## config.mk

```make
export PLATFORM = sky130hd
export DESIGN_NAME = instr_fetch
export DESIGN_NICKNAME = d
export VERILOG_FILES = /design/src/rtl/sap2_pkg.sv /design/src/rtl/instr_fetch.sv
export SDC_FILE = /design/constraint.sdc
export NUM_CORES = 1
export LEC_CHECK = 0
export BUFFER_PORTS_ARGS = -buffer_cell sky130_fd_sc_hd__buf_2
export CAP_MARGIN = 5
export CORE_ASPECT_RATIO = 1.75
export CORE_MARGIN = 2
export CORE_UTILIZATION = 41
export DETAILED_ROUTE_END_ITERATION = 10
export GPL_ROUTABILITY_DRIVEN = 0
export PLACE_DENSITY = 0.76
export SLEW_MARGIN = 0
export SYNTH_ARGS = -nofsm -noshare
export SYNTH_HDL_FRONTEND = slang
export SYNTH_SLANG_ARGS = --single-unit
```

## constraint.sdc

```tcl
create_clock -name clk -period 1.7 [get_ports clk]
set_input_delay 0.34 -clock clk [delete_from_list [all_inputs] [get_ports clk]]
set_output_delay 0.34 -clock clk [all_outputs]
set_load 0.01 [all_outputs]
```

## src/rtl/sap2_pkg.sv

```systemverilog
// Shared SAP-2 definitions: opcode constants, fetch-state encoding and the
// instruction length decode used by both the fetch stage and the decoder.
package sap2_pkg;

  localparam int SAP2_ADDR_W = 16;
  localparam int SAP2_DATA_W = 8;

  // Three-byte instructions (opcode + 16-bit operand)
  localparam logic [7:0] OP_JMP  = 8'hC3;
  localparam logic [7:0] OP_CALL = 8'hCD;
  localparam logic [7:0] OP_JM   = 8'hFA;
  localparam logic [7:0] OP_JZ   = 8'hCA;
  localparam logic [7:0] OP_JNZ  = 8'hC2;
  localparam logic [7:0] OP_LDA  = 8'h3A;
  localparam logic [7:0] OP_STA  = 8'h32;

  // Two-byte instructions (opcode + 8-bit operand)
  localparam logic [7:0] OP_MVIA = 8'h3E;
  localparam logic [7:0] OP_MVIB = 8'h06;
  localparam logic [7:0] OP_MVIC = 8'h0E;
  localparam logic [7:0] OP_ANI  = 8'hE6;
  localparam logic [7:0] OP_ORI  = 8'hF6;
  localparam logic [7:0] OP_XRI  = 8'hEE;
  localparam logic [7:0] OP_IN   = 8'hDB;
  localparam logic [7:0] OP_OUT  = 8'hD3;

  typedef enum logic [1:0] {
    FETCH_OP,
    FETCH_LO,
    FETCH_HI,
    HOLD
  } fetch_state_t;

  function automatic logic [1:0] instr_len(input logic [7:0] opcode);
    case (opcode)
      OP_JMP, OP_CALL, OP_JM, OP_JZ, OP_JNZ, OP_LDA, OP_STA:           return 2'd3;
      OP_MVIA, OP_MVIB, OP_MVIC, OP_ANI, OP_ORI, OP_XRI, OP_IN, OP_OUT: return 2'd2;
      default:                                                         return 2'd1;
    endcase
  endfunction

endpackage

```

## src/rtl/instr_fetch.sv

```systemverilog
// SAP-2 instruction fetch: pulls 1-3 bytes at pc_in, steps the PC per byte and
// hands the assembled instruction to the decoder; decoder redirects reload the PC.
module instr_fetch
  import sap2_pkg::*;
#(
  parameter int ADDR_W = SAP2_ADDR_W,
  parameter int DATA_W = SAP2_DATA_W
) (
  input  logic              clk,
  input  logic              reset_n,
  input  logic [ADDR_W-1:0] pc_in,
  output logic              pc_inc,
  output logic              pc_load,
  output logic [ADDR_W-1:0] pc_load_val,
  output logic              mem_rd,
  output logic [ADDR_W-1:0] mem_addr,
  input  logic              mem_ack,
  input  logic [DATA_W-1:0] mem_rdata,
  output logic              ir_valid,
  input  logic              ir_ready,
  output logic [DATA_W-1:0] ir_opcode,
  output logic [15:0]       ir_operand,
  output logic [1:0]        ir_len,
  input  logic              flush,
  input  logic [ADDR_W-1:0] flush_addr
);

  fetch_state_t state_reg;
  logic         fetching;

  // Requests are withdrawn on flush and held off while reset is asserted.
  assign fetching    = reset_n && !flush && (state_reg != HOLD);
  assign mem_rd      = fetching;
  assign mem_addr    = pc_in;
  assign pc_inc      = fetching && mem_ack;
  assign pc_load     = reset_n && flush;
  assign pc_load_val = pc_load ? flush_addr : '0;
  assign ir_valid    = (state_reg == HOLD);

  always_ff @(posedge clk or negedge reset_n) begin
    if (!reset_n) begin
      state_reg  <= FETCH_OP;
      ir_opcode  <= '0;
      ir_operand <= '0;
      ir_len     <= '0;
    end else if (flush) begin
      // Partial bytes are simply abandoned; the next opcode fetch overwrites them.
      state_reg <= FETCH_OP;
    end else begin
      case (state_reg)
        FETCH_OP: if (mem_ack) begin
          ir_opcode  <= mem_rdata;
          ir_operand <= '0;
          ir_len     <= instr_len(mem_rdata);
          state_reg  <= (instr_len(mem_rdata) == 2'd1) ? HOLD : FETCH_LO;
        end
        FETCH_LO: if (mem_ack) begin
          ir_operand[7:0] <= mem_rdata;
          state_reg       <= (ir_len == 2'd3) ? FETCH_HI : HOLD;
        end
        FETCH_HI: if (mem_ack) begin
          ir_operand[15:8] <= mem_rdata;
          state_reg        <= HOLD;
        end
        HOLD: if (ir_ready) begin
          state_reg <= FETCH_OP;
        end
      endcase
    end
  end

endmodule

```

==> results of run 1 <==
[kinds of logic (layout without fill, tap and decap cells)]
| family | Yosys count | after routing | share of synthesized area |
|---|---|---|---|
| AOI/OAI and AO/OA | 29 | 29 | 0.156 |
| adders and majority gates | 4 | 4 | 0.0317 |
| buffers and inverters | 29 | 88 | 0.114 |
| DFF | 28 | 28 | 0.444 |
| muxes | 1 | 1 | 0.00635 |
| and+or+nand+nor | 72 | 72 | 0.247 |
[worst max-delay path: cells and delay by family, from the launching register on]
family	cells	cell delay, ns
adders and majority gates	1	0.23
buffers and inverters	1	0.13
DFF	1	0.42
and+or+nand+nor	1	0.21
[layout by cell type (no fill, tap or decap), drive strengths merged, types with 3 or more instances in the layout]
cell type and instances:
buf 82, and2 4, nand2 30, ha 4, nor2b 4, dfrtp 28
and3 17, nor2 3, a22o 16, clkbuf 3
[cells in the mapped netlist, drive strengths merged, types with 2 or more instances]
cell    instances
nand2          30
dfrtp          28
buf            23
and3           17
a22o           16
and2            4
clkbuf          4
ha              4
nor2b           4
nor2            3
a211oi          2
and2b           2
and4b           2
inv             2
nor4            2
o21ai           2
[metrics by stage]
stage	setup slack [ns]	setup TNS, ns	hold slack (ns)	std cells	util
3_3_place_gp	0.114	0	0.455	264	0.516
5_1_grt	-0.0163	-0.0181	0.236	268	0.536
6_report	0.103	0	0.206	268	0.536
4_1_cts	0.0450	0	0.211	268	0.536
2_1_floorplan	0.184	0	0.0444	163	-
3_5_place_dp	-0.0529	-0.0529	0.458	264	0.516
[final cells by class]
type	count	area (sq um)	share of cell area
clock buffer	3	41.3	0.0210
clock inverter	1	30.0	0.0153
multi-input combinational	106	698	0.355
inverter	2	7.51	0.00382
timing repair buffer	82	430	0.219
sequential	28	701	0.356
tap	46	57.6	0.0293
[worst paths after layout]
path,startpoint,endpoint,slack (ns),depth (start not counted)
max in group asynchronous,reset_n,ir_operand[3],1.28,2
max reg2reg,state_reg[0],state_reg[0],0.11,6
min,reset_n,ir_len[1],0.21,2
min in group clk,mem_rdata[3],ir_opcode[3],0.35,3
max,state_reg[1],pc_inc,0.10,3
min reg2reg,ir_opcode[3],ir_opcode[3],0.47,2
[power breakdown]
part | internal, mW | switching, mW
logic | 0.516 | 0.576
clock network | 0.315 | 0.197
registers | 0.959 | 0.166
[timing repair]
| action | 4_1_cts | 5_1_grt |
|---|---|---|
| hold buffers | 0 | 0 |
| endpoints found under the setup margin | 1 | 4 |
| resized for setup | 1 | 2 |
| pin swaps | 1 | 0 |
| hold endpoints to repair | 0 | 0 |
[routing by layer]
| metal | part of all wire | vias up | global-route usage |
|---|---|---|---|
| met4 | 0.028 | 0 | 0.0958 |
| met5 | 0 | - | 0 |
| met3 | 0.051 | 15 | 0.0209 |
| li1 | - | 683 | - |
| met2 | 0.51 | 50 | 0.307 |
| met1 | 0.41 | 640 | 0.224 |
==> tab_implementation.tex, run 1 <==
\begin{tabular}{lr}
\hline
Metric & Value \\
\hline
\multicolumn{2}{l}{\textbf{Global route}} \\
\quad Maximum number of pins on one net before global-route repair & 22 \\
\quad Number of global-route vias before repair & 1326 \\
\quad Overall global routing resource usage & 0.182 \\
\quad Wire length of the first global-routing pass & between 6000 and 7000 um \\
\quad Number of antenna violations at the first check in global routing & 0 \\
\quad Grt ovf & 0 \\
\multicolumn{2}{l}{\textbf{Clock tree}} \\
\quad CTS Root Buffer Type & sky130\_fd\_sc\_hd\_\_clkbuf\_8 \\
\quad Clock sinks & 28 \\
\quad Htree depth & 1 \\
\quad Skew-Pair Late Insertion Delay & $\sim$0.27 ns \\
\quad Number of clock buffers inserted by TritonCTS & 3 \\
\quad Clock tree from TritonCTS & yes \\
\quad Clock-pin transition on the worst setup and hold timing paths & roughly 0.090 ns \\
\quad Worst-case clock buffer depth & 2 \\
\quad Post-CTS Setup Bufs & 0 \\
\multicolumn{2}{l}{\textbf{Route}} \\
\quad Per-cell routed wire length & 14.2 um \\
\quad Aggregate routed wire length & approximately 3800 um \\
\quad Drt drc & 0 \\
\quad Vias per cell & 5.18 \\
\quad ANT nets after route & 0 \\
\quad Starting DRT DRC Count & 17 \\
\quad Vias post-DR & roughly 1400 \\
\quad Number of iterations in the first detailed-routing pass & 4 \\
\multicolumn{2}{l}{\textbf{Timing}} \\
\quad Transition at the pin with the smallest max-transition slack & 0.369 ns \\
\quad Endpoints failing hold & 0 \\
\quad Final setup fails & 0 \\
\quad Minimum period implied by the final worst setup slack & 1.60 ns \\
\quad Final Max Slew Viols & 0 \\
\quad Worst rel slew slack & 0.753 \\
\quad Final clock period utilization by the worst path & 0.940 \\
\quad Achievable clock frequency & around 630 MHz \\
\quad Unrepaired setup endpoints after global routing & yes \\
\quad Skew final & $\sim$0.0016 ns \\
\multicolumn{2}{l}{\textbf{Floorplan}} \\
\quad DIE AREA & 4380 sq um \\
\quad FP Rows & 29 \\
\quad Core Footprint & 3660 sq um \\
\quad Initial cell density of the core & 0.430 \\
\quad Die W & 50.9 um \\
\quad IO Count & approximately 110 \\
\quad Y dimension of the die & 86.0 um \\
\multicolumn{2}{l}{\textbf{Synthesis}} \\
\quad Main flop type after synthesis & sky130\_fd\_sc\_hd\_\_dfrtp\_1 \\
\quad FF+latch count, synth & 28 \\
\quad Nets in the synthesized netlist & between 200 and 250 \\
\quad Portion of the post-synthesis area used by sequential elements & 0.444 \\
\quad Total of warnings raised by yosys & 0 \\
\quad Share of the synthesized area in the top cell type & 0.444 \\
\quad Average instance area after synthesis & 9.67 sq um \\
\quad Number of synthesized flops with an enable pin & 0 \\
\quad Cell type contributing the most total cell area after synthesis & sky130\_fd\_sc\_hd\_\_dfrtp\_1 \\
\quad Share of flip-flops with an asynchronous set or reset & 1.00 \\
\quad Ranking of synthesized cells by area & sky130\_fd\_sc\_hd\_\_dfrtp\_1, sky130\_fd\_sc\_hd\_\_a22o\_1, sky130\_fd\_sc\_hd\_\_buf\_4 \\
\quad Post-synth design cell area & $\sim$1600 sq um \\
\quad Cells after Synth & 163 \\
\quad Library cells used by synthesis & 37 \\
\multicolumn{2}{l}{\textbf{Setup path}} \\
\quad Launching element type of the critical path & flip-flop \\
\quad Cell-by-cell trace of the critical path & ha\_1 > and3b\_1 > buf\_2 \\
\quad CP max stage delay & 0.42 ns \\
\quad Slowest-stage cell, CP & sky130\_fd\_sc\_hd\_\_dfrtp\_1 \\
\quad Worst Setup Path Type & reg -> out \\
\quad Top fanout value on the critical path & 4 \\
\quad WP data required & around 1.4 ns \\
\quad Crit. End Element & output port \\
\quad Data arrival time of the critical path & between 1 and 1.5 ns \\
\multicolumn{2}{l}{\textbf{Cells and area}} \\
\quad Number of diodes & 0 \\
\quad Register name with the most flops & ir\_operand \\
\quad Registers with the most flip-flops & ir\_operand (16), ir\_opcode (8) \\
\quad Layout Area Growth over Synthesis & 24.7\% \\
\quad Final instance area & about 2000 sq um \\
\quad Max reg flops & 16 \\
\quad Filler cell count in the final layout & 374 \\
\quad Number of nets in the layout & $\sim$270 \\
\quad Share of post-route cells with drive strength above 1 & 0.401 \\
\multicolumn{2}{l}{\textbf{Worst hold path}} \\
\quad Worst Hold Class & in -> async \\
\multicolumn{2}{l}{\textbf{Place}} \\
\quad HPWL after detailed placement & about 3000 um \\
\quad Dpl cell area & between 1500 and 2000 sq um \\
\quad Input/output buffers & 74 \\
\multicolumn{2}{l}{\textbf{Flow run}} \\
\quad Maximum Capacitance Violations & 0 \\
\multicolumn{2}{l}{\textbf{Power}} \\
\quad Leakage power summed over all cells & 1.13 nW \\
\quad Total power per unit cell area & roughly 1400 nW/um\^{}2 \\
\quad Maximum ir drop on the vdd rail & 0.000974 V \\
\quad Total power consumption of the routed design & about 2.7 mW \\
\multicolumn{2}{l}{\textbf{Status}} \\
\quad Result of the run & finished, final reports clean \\
\hline
\end{tabular}
Power figures use the tool's default switching activity.
==> run 2: changes to the inputs <==
clock period = 1.8 ns   (was 1.7 ns; I/O delays follow)
==> tab_implementation.tex, run 2 (synthesized netlist as in run 1, its figures left out) <==
\begin{tabular}{lr}
\hline
Metric & Value \\
\hline
\multicolumn{2}{l}{\textbf{Route}} \\
\quad Number of iterations in the first detailed-routing pass & 4 (unchanged) \\
\quad Aggregate routed wire length & 3930 um (+2.8\%) \\
\quad Vias per cell & 5.31 (+2.5\%) \\
\quad Per-cell routed wire length & 14.9 um (+4.4\%) \\
\quad Starting DRT DRC Count & 19 (+2) \\
\quad ANT nets after route & 0 (unchanged) \\
\quad Drt drc & 0 (unchanged) \\
\quad Vias post-DR & 1402 (+1.0\%) \\
\multicolumn{2}{l}{\textbf{Cells and area}} \\
\quad Number of nets in the layout & 268 (-1.5\%) \\
\quad Final instance area & 1930 sq um (-1.7\%) \\
\quad Leading cell types in the layout, fill and taps excluded & sky130\_fd\_sc\_hd\_\_buf\_2, sky130\_fd\_sc\_hd\_\_nand2\_1, sky130\_fd\_sc\_hd\_\_dfrtp\_1 \\
\quad Register name with the most flops & ir\_operand \\
\quad Filler cell count in the final layout & 367 (-1.9\%) \\
\quad Leading cell type in the layout, fill and taps excluded & sky130\_fd\_sc\_hd\_\_buf\_2 \\
\quad Layout Area Growth over Synthesis & 22.6\% \\
\quad Number of diodes & 0 (unchanged) \\
\quad Max reg flops & 16 (unchanged) \\
\quad Registers with the most flip-flops & ir\_operand (16), ir\_opcode (8) \\
\quad Share of post-route cells with drive strength above 1 & 0.385 (-0.0156) \\
\multicolumn{2}{l}{\textbf{Global route}} \\
\quad Grt ovf & 0 (unchanged) \\
\quad Wire length of the first global-routing pass & 6360 um (+3.7\%) \\
\quad Overall global routing resource usage & 0.188 (+0.00604) \\
\quad Number of global-route vias before repair & 1337 (+0.83\%) \\
\quad Number of antenna violations at the first check in global routing & 0 (unchanged) \\
\quad Maximum number of pins on one net before global-route repair & 30 (+36\%) \\
\multicolumn{2}{l}{\textbf{Floorplan}} \\
\quad FP Rows & 29 (unchanged) \\
\quad IO Count & 107 (unchanged) \\
\quad Die W & 50.9 um (unchanged) \\
\quad DIE AREA & 4380 sq um (unchanged) \\
\quad Core Footprint & 3660 sq um (unchanged) \\
\quad Initial cell density of the core & 0.430 (unchanged) \\
\quad Y dimension of the die & 86.0 um (unchanged) \\
\multicolumn{2}{l}{\textbf{Timing}} \\
\quad Final setup fails & 0 (unchanged) \\
\quad Transition at the pin with the smallest max-transition slack & 0.438 ns (+0.0689 ns) \\
\quad Final clock period utilization by the worst path & 0.907 \\
\quad Unrepaired setup endpoints after global routing & no \\
\quad Setup TNS after final layout & 0 ns (unchanged) \\
\quad Skew final & 0.00552 ns (+0.00390 ns) \\
\quad Achievable clock frequency & a little over 600 MHz \\
\quad Minimum period implied by the final worst setup slack & 1.63 ns \\
\quad Final Max Slew Viols & 0 (unchanged) \\
\quad Endpoints failing hold & 0 (unchanged) \\
\quad Worst rel slew slack & 0.708 (-0.0453) \\
\multicolumn{2}{l}{\textbf{Clock tree}} \\
\quad Skew-Pair Late Insertion Delay & 0.28 ns (about the same) \\
\quad Clock tree from TritonCTS & yes \\
\quad Htree depth & 1 (unchanged) \\
\quad CTS Root Buffer Type & sky130\_fd\_sc\_hd\_\_clkbuf\_8 \\
\quad Clock sinks & 28 (unchanged) \\
\quad CTS resizes & 0 (-1) \\
\quad Post-CTS Hold Buffers & 0 (unchanged) \\
\quad Worst-case clock buffer depth & 2 (unchanged) \\
\quad Number of clock buffers inserted by TritonCTS & 3 (unchanged) \\
\quad Clock-pin transition on the worst setup and hold timing paths & 0.10 ns (about the same) \\
\quad Post-CTS Setup Bufs & 0 (unchanged) \\
\multicolumn{2}{l}{\textbf{Setup path}} \\
\quad WP data required & 1.44 ns (+0.08 ns) \\
\quad Worst Setup Path Type & reg -> out \\
\quad Crit. End Element & output port \\
\quad Launching element type of the critical path & flip-flop \\
\quad Data arrival time of the critical path & 1.27 ns (about the same) \\
\quad Top fanout value on the critical path & 4 (unchanged) \\
\multicolumn{2}{l}{\textbf{Place}} \\
\quad Input/output buffers & 74 (unchanged) \\
\quad HPWL after detailed placement & 3030 um (+1.1\%) \\
\quad Dpl cell area & 1860 sq um (-1.6\%) \\
\multicolumn{2}{l}{\textbf{Power}} \\
\quad Maximum ir drop on the vdd rail & 0.000732 V (-25\%) \\
\quad Leakage power summed over all cells & 1.11 nW (-1.8\%) \\
\quad Total power per unit cell area & 1330 nW/um\^{}2 (-4.0\%) \\
\multicolumn{2}{l}{\textbf{Flow run}} \\
\quad Maximum Capacitance Violations & 0 (unchanged) \\
\multicolumn{2}{l}{\textbf{Status}} \\
\quad Result of the run & finished, final reports clean \\
\multicolumn{2}{l}{\textbf{Worst hold path}} \\
\quad Worst Hold Class & in -> async \\
\hline
\end{tabular}
## run 2: cell count changes in the layout (fill, tap and decap cells not counted), sizes merged
cell / before / now
buf: 82 / 78
## run 2: path summary, 6_finish.rpt
path                         startpoint            to  slack (ns)  cells past startpoint
setup / recovery           state_reg[1]        pc_inc        0.17                      3
hold / removal                  reset_n  ir_opcode[0]        0.02                      1
max in group asynchronous       reset_n  state_reg[0]        1.18                      2
min in group clk           mem_rdata[2]  ir_opcode[2]        0.37                      3
hold reg to reg            ir_opcode[3]  ir_opcode[3]        0.48                      2
setup reg to reg           state_reg[0]  state_reg[1]        0.20                      6
## run 2: layout make-up
cell class | instances | area (sq um) | share of cell area
clock buffer | 3 | 41.3 | 0.0214
multi-input combinational | 106 | 696 | 0.360
clock inverter | 1 | 30.0 | 0.0155
tap | 46 | 57.6 | 0.0298
timing repair buffer | 78 | 400 | 0.207
inverter | 2 | 7.51 | 0.00388
sequential | 28 | 701 | 0.362
## run 2: power breakdown
group,internal [mW],switching [mW],total [mW]
Sequential,0.905,0.164,1.07
Combinational,0.474,0.539,1.01
Clock,0.298,0.198,0.495
Total,1.68,0.900,2.58
## run 2: layer usage
metal  global-route usage  part of all wire
met1                0.235              0.40
met2                0.317              0.52
met3               0.0139             0.044
met4                0.103             0.030
met5                    0                 0
## run 2: worst max-delay path, cell delays in order, from the launching register on
cell and delay (ns):
sky130_fd_sc_hd__dfrtp_1 0.43, sky130_fd_sc_hd__ha_1 0.24, sky130_fd_sc_hd__and3b_1 0.21, sky130_fd_sc_hd__buf_2 0.13
## run 2: stage by stage
step	power, mW	util	instances	worst slack, ns	hold WS [ns]
5_1_grt	2.77	0.527	264	0.0314	0.0389
6_report	2.58	0.527	264	0.167	0.0163
4_1_cts	2.60	0.527	264	0.118	0.0176
3_3_place_gp	2.08	0.508	260	0.168	0.315
3_5_place_dp	2.10	0.508	260	0.145	0.319
2_1_floorplan	1.69	-	163	0.284	0.0644
